`src/rtl/brisc_pkg.sv`:
```
// Shared definitions for the brisc pipeline blocks: datapath width and the
// skid-buffer occupancy states.
package brisc_pkg;

    localparam int XLEN = 32;

    typedef enum logic [1:0] {
        EMPTY = 2'd0,
        BUSY  = 2'd1,
        FULL  = 2'd2
    } skid_state_e;

endpackage

```
`src/rtl/pipe_skid_buf.sv`:
```
// Two-entry skid buffer: registered valid/ready on both sides, 1-cycle latency.
// Optional flush support is compiled in when PIPE_SKID_FLUSH_EN is defined.
module pipe_skid_buf
    import brisc_pkg::*;
#(
    parameter int WIDTH = XLEN
) (
    input  logic             clk,
    input  logic             reset,
    input  logic             flush,
    input  logic             in_valid,
    output logic             in_ready,
    input  logic [WIDTH-1:0] in_data,
    output logic             out_valid,
    input  logic             out_ready,
    output logic [WIDTH-1:0] out_data
);

`ifdef PIPE_SKID_FLUSH_EN
    localparam logic FLUSH_EN = 1'b1;
`else
    localparam logic FLUSH_EN = 1'b0;
`endif

    skid_state_e      r_state;
    logic [WIDTH-1:0] r_main;
    logic [WIDTH-1:0] r_skid;

    skid_state_e      w_state_nxt;
    logic [WIDTH-1:0] w_main_nxt;
    logic [WIDTH-1:0] w_skid_nxt;
    logic             w_in_fire;
    logic             w_out_fire;
    logic             w_flush;

    // Handshake outputs depend only on the state register.
    assign in_ready  = (r_state != FULL);
    assign out_valid = (r_state != EMPTY);
    assign out_data  = r_main;

    assign w_in_fire  = in_valid & in_ready;
    assign w_out_fire = out_valid & out_ready;
    assign w_flush    = flush & FLUSH_EN;

    always_comb begin
        w_state_nxt = r_state;
        w_main_nxt  = r_main;
        w_skid_nxt  = r_skid;
        // Flush only empties the buffer; stored payloads are left untouched.
        if (w_flush) begin
            w_state_nxt = EMPTY;
        end else begin
            case (r_state)
                EMPTY: begin
                    if (w_in_fire) begin
                        w_state_nxt = BUSY;
                        w_main_nxt  = in_data;
                    end
                end
                BUSY: begin
                    if (w_in_fire && w_out_fire) begin
                        w_main_nxt = in_data;
                    end else if (w_in_fire) begin
                        w_state_nxt = FULL;
                        w_skid_nxt  = in_data;
                    end else if (w_out_fire) begin
                        w_state_nxt = EMPTY;
                    end
                end
                FULL: begin
                    if (w_out_fire) begin
                        w_state_nxt = BUSY;
                        w_main_nxt  = r_skid;
                    end
                end
                default: begin
                    w_state_nxt = EMPTY;
                end
            endcase
        end
    end

    always_ff @(posedge clk) begin
        if (!reset) begin
            r_state <= EMPTY;
            r_main  <= '0;
            r_skid  <= '0;
        end else begin
            r_state <= w_state_nxt;
            r_main  <= w_main_nxt;
            r_skid  <= w_skid_nxt;
        end
    end

endmodule
```
`config.mk`:
```
export PLATFORM = sky130hd
export DESIGN_NAME = pipe_skid_buf
export DESIGN_NICKNAME = d
export VERILOG_FILES = /design/src/rtl/brisc_pkg.sv /design/src/rtl/pipe_skid_buf.sv
export SDC_FILE = /design/constraint.sdc
export NUM_CORES = 1
export LEC_CHECK = 0
export CAP_MARGIN = 20
export CELL_PAD_IN_SITES_DETAIL_PLACEMENT = 1
export CELL_PAD_IN_SITES_GLOBAL_PLACEMENT = 2
export CORE_MARGIN = 8
export CORE_UTILIZATION = 30
export DETAILED_ROUTE_END_ITERATION = 12
export GPL_ROUTABILITY_DRIVEN = 0
export MAX_ROUTING_LAYER = met4
export PLACE_DENSITY_LB_ADDON = 0.3
export SLEW_MARGIN = 0
export SYNTH_ARGS = -nofsm -noshare
export SYNTH_HDL_FRONTEND = slang
export SYNTH_SLANG_ARGS = --single-unit
```
`constraint.sdc`:
```
create_clock -name clk -period 1.4 [get_ports clk]
set_input_delay 0.28 -clock clk [delete_from_list [all_inputs] [get_ports clk]]
set_output_delay 0.28 -clock clk [all_outputs]
set_load 0.02 [all_outputs]
```
# Word-level counts from Yosys, hierarchy flattened
# Cells that the tools add are included.
[word_totals]
ff_bits = 66
word_cells = 31
out_inout_bits = 34
[classes]
n_reduce_logical = 7
n_mux = 10
n_eq_ne = 8
bitwise = 3
[ops]
columns = ["cell", "count"]
rows = [
  ["32-bit 2-to-1 mux", 3],
  ["32-bit case mux with 3 select lines", 1],
  ["2-bit 2-to-1 mux", 5],
  ["2-bit inequality test (second input constant)", 5],
  ["4-bit AND reduction", 2],
  ["2-bit case mux with 3 select lines", 1],
  ["3-bit inequality test (second input constant)", 1],
  ["3-bit AND reduction", 1],
  ["3-bit nonzero test", 1],
  ["1-bit bitwise AND", 2],
  ["2-bit by 1-bit == test with 1-bit output (second input constant)", 1],
  ["2-bit == test (second input constant)", 1],
  ["2-bit zero test", 1],
  ["2-bit nonzero test", 1],
  ["1-bit logical AND", 1],
  ["1-bit inverter", 1],
]

# Logic depth before layout (Yosys ltp)
[logic_depth]
word_depth = 6
depth_mapped = 5
mapped_depth_nobuf = 3

# Worst setup path after synthesis
# No wires, ideal clock.
[synth_timing]
path_kind = "reg-to-reg"
start = "register r_state[0]"
end = "register r_main[0], in the netlist out_data[0]"
setup_ps = 143
path_slack_ps = 138
t_arrival_ps = 1119
n_path_buf = 2
synth_period_minus_slack_ps = 1262
stages_incl_launch_ff = 6
required_ps = 1257
path_cell_list = "dfxtp_1 nand2b_1 buf_4 buf_6 mux2i_1 a211oi_2"
[synth_between]
elab_chain_cells = 5
word_cells_on_any_way = 14
classes_between = "6 x eq/ne; 1 x mux; 2 x bitwise; 5 x reduce/logical"
[synth_rtl]
columns = ["item", "line", "source"]
rows = [
  ["from (decl)", "pipe_skid_buf.sv:25", "skid_state_e r_state;"],
  ["from (signal assigned)", "pipe_skid_buf.sv:89", "r_state <= w_state_nxt;"],
  ["2-bit inequality test *", "pipe_skid_buf.sv:37", "assign in_ready = (r_state != FULL);"],
  ["named net in_ready", "pipe_skid_buf.sv:12", "output logic in_ready,"],
  ["1-bit bitwise AND *", "pipe_skid_buf.sv:41", "assign w_in_fire = in_valid & in_ready;"],
  ["1-bit logical AND", "pipe_skid_buf.sv:61", "if (w_in_fire && w_out_fire) begin"],
  ["2-bit inequality test (no line)", "-", ""],
  ["4-bit AND reduction (no line) *", "-", ""],
  ["to (signal assigned)", "pipe_skid_buf.sv:90", "r_main <= w_main_nxt;"],
  ["to (decl)", "pipe_skid_buf.sv:26", "logic [WIDTH-1:0] r_main;"],
]
# Mark *: on every way through the listed nets, which the timed path passes. The rest lies on a longest branch.
# A chain may end at the register's enable or synchronous reset.

# Worst setup path in the final report
[layout_timing]
start = "input port in_valid"
end = "register r_skid[3]"
[layout_between]
elab_chain_cells = 4
[layout_rtl]
columns = ["item", "line", "source"]
rows = [
  ["from (decl)", "pipe_skid_buf.sv:11", "input logic in_valid,"],
  ["1-bit bitwise AND *", "pipe_skid_buf.sv:41", ""],
  ["1-bit logical AND", "pipe_skid_buf.sv:61", ""],
  ["1-bit inverter (no line)", "-", ""],
  ["3-bit AND reduction (no line) *", "-", ""],
  ["to (signal assigned)", "pipe_skid_buf.sv:91", "r_skid <= w_skid_nxt;"],
  ["to (decl)", "pipe_skid_buf.sv:27", "logic [WIDTH-1:0] r_skid;"],
]
# Mark *: on every way between the ends. The rest lies on a longest branch, timed or not.

==> metrics.txt <==
status=complete, but fails checks; failing checks=setup timing; CP Data Required Time=1.67 ns; max-cap viol count=0; Cell Int Power=3.73 mW; H-tree Lvls=3; Combinational Power Share=21.9%; Initial Util=30.8%; cell area after synthesis=~3000 um^2; worst vdd ir=0.549 mV; Die W=approximately 120 um; final clock skew=around 0.0090 ns; Clock Sinks=66; total CTS buffers=9; max-slew violation count=0; fraction of layout cells with a size suffix above 1=47.5%; Post-route DRC=0; Non-Filler Instances=533; pin count of the biggest net entering global routing=35; die height=116 um; crit path cell chain=clkdlybuf4s50_1, nor4bb_4, buf_6, clkbuf_16, nand2_4, a21oi_2; maximum fanout along the worst path=8; worst setup margin=-0.0606 ns; GRT Util Overall=14.8%; initial DRC count=96; Max clock buf depth=2; min-delay worst type=reg -> reg; Clk pwr share=between 30% and 40%; critical path launch point type=primary input; routed wire length per instance=18.9 um; I/O Pins=71; pre-CTS setup slack=-0.531 ns; DRT Pass-1 Iters=4; Tot Pwr=5.18 mW; Yosys warnings=0; RSZ-0062 raised after global routing=true; sw frac=28.1%; flop2flop setup slack=-0.06 ns; NetSw=1.46 mW; WHS=0.460 ns; dpl cell area=4020 um^2; Worst path max stage delay=0.51 ns; most frequent cells in the layout=64 x dfxtp_1, 58 x a211oi_2, 36 x nand2_1; post-synthesis register bit count=66; Worst-path clk slew=0.08 ns; Setup Viol. Count Final=50; sequential area share after synthesis=between 40% and 50%; row cnt=36; CP Capture Type=flop; Setup CP Type=in -> reg; worst skew pair latency=0.34 ns; endpoints failing hold=0; Post-Syn Nets=345; vias in the first global route=2,867; Core Box Area=just under 10,000 um^2; Max Fclk=685 MHz; Root Buffer=clkbuf_8; Mapped Cells=308; Cells after DPL=506; routed wire length=10,100 um; Seq pwr share=40.0%; first-pass GRT wire length=15,100 um; DRT antenna net count=0; fin crit period=roughly 1.5 ns; area grow syn2layout=64.2%; diodes inserted=0; slowest cell on the critical path=clkdlybuf4s50_1; commonest non-fill, non-tap cell in the layout=dfxtp_1; grt ovf=0; final HPWL from detailed placement=6100 um; PD cells=1050 nW/um^2; Slew HR=85.5%; Vias per Instance=4.96; Mapped Avg Cell Area=9.74 um^2; leak pwr=around 2.1 nW; critical path arrival=between 1.5 and 2 ns; Setup TNS Final=-1.01 ns; Slew @ Worst Pin=0.212 ns; Synth cell types=24; IO buf count=69; Final Cycle Share=104%; nets@finish=around 430; Final Util=around 50%; via count=~2,600; initial antenna violation count=0; CTS tree=built; Die ar.=13,500 um^2; fin area=4920 um^2
-- area by class of cell --
type / count / area (um^2)
flip-flops and latches: 66 / 1320
inverters: 1 / 3.75
multi-input cells: 208 / 1980
well taps: 133 / 166
fillers: 1061 / 4800
repair buffers: 109 / 1210
clock buffers: 9 / 124
clock inverters: 7 / 118
-- state kept, by name (all words and copies together), names as in the netlist --
signal,cells
out_data,32
r_skid,32
r_state,2
-- path summary, 6_finish.rpt --
path,startpoint,to,cells after the start
min,r_skid[10]$_SDFFE_PN0P_,r_skid[10]$_SDFFE_PN0P_,2
max,in_valid,r_skid[3]$_SDFFE_PN0P_,6
min reg2reg,r_skid[10]$_SDFFE_PN0P_,r_skid[10]$_SDFFE_PN0P_,2
max reg2reg,r_state[1]$_SDFFE_PN0P_,r_skid[3]$_SDFFE_PN0P_,6
-- kinds of logic (layout without fill, tap and decap cells) --
| kind of cell | after synthesis | in the layout | synth area share, % |
|---|---|---|---|
| buffers and inverters | 34 | 126 | 6.88 |
| and+or+nand+nor | 75 | 75 | 10.6 |
| DFF | 66 | 66 | 44.1 |
| muxes | 33 | 33 | 11.0 |
| AOI/OAI and AO/OA | 100 | 100 | 27.5 |
-- power groups by stage --
stage	clock network (mW)	logic, mW	registers, mW
floorplan	0	0.413	2.19
global route	2.11	1.20	2.09
global placement	0	0.969	2.10
finish	1.98	1.13	2.07
detailed placement	0	0.984	2.10
CTS	2.03	1.04	2.07
-- metal layers --
| metal | track usage, % | vias to the layer above | wire, um |
|---|---|---|---|
| met4 | 5.45 | 0 | 135 |
| met1 | 17.4 | 1312 | 4510 |
| met2 | 24.2 | 46 | 5050 |
| li1 | - | 1275 | - |
| met5 | - | - | 0 |
| met3 | 3.02 | 13 | 373 |
-- timing repair --
action / in CTS / in global routing
pin swaps: 2 / 57
cloned: 3 / 2
endpoints found under the hold margin: 0 / 0
setup endpoints to repair: 97 / 66
hold buffers: 0 / 0
gates resized for setup: 82 / 103
setup buffers: 5 / 2
-- synth_stat cells --
| library cell | n | share of area [%] |
|---|---|---|
| dfxtp_1 | 66 | 44 |
| nand2_1 | 65 | 8.1 |
| a211oi_1 | 34 | 8.5 |
| a21oi_1 | 33 | 5.5 |
| mux2i_1 | 33 | 11 |
| a211oi_2 | 30 | 13 |
| buf_2 | 18 | 3.0 |
| buf_6 | 7 | 2.6 |
| clkbuf_1 | 6 | 0.75 |
| nand2b_1 | 2 | 0.42 |
| a21o_4 | 1 | 0.50 |
| and2_1 | 1 | 0.21 |
| and3b_1 | 1 | 0.29 |
| buf_1 | 1 | 0.13 |
| buf_4 | 1 | 0.25 |
| inv_2 | 1 | 0.13 |
| nand4bb_1 | 1 | 0.38 |
| nor2_1 | 1 | 0.13 |
| nor2b_1 | 1 | 0.21 |
| nor4bb_1 | 1 | 0.33 |
| o21a_1 | 1 | 0.25 |
| o21ai_0 | 1 | 0.17 |
| or2_2 | 1 | 0.21 |
| or3b_1 | 1 | 0.29 |
-- critical path: cells and delay by family --
kind | cells | cell delay, ns
simple gates | 2 | 0.38
buf+inv | 3 | 0.92
compound gates | 1 | 0.14
No activity file was read; power rests on OpenSTA's default activity.
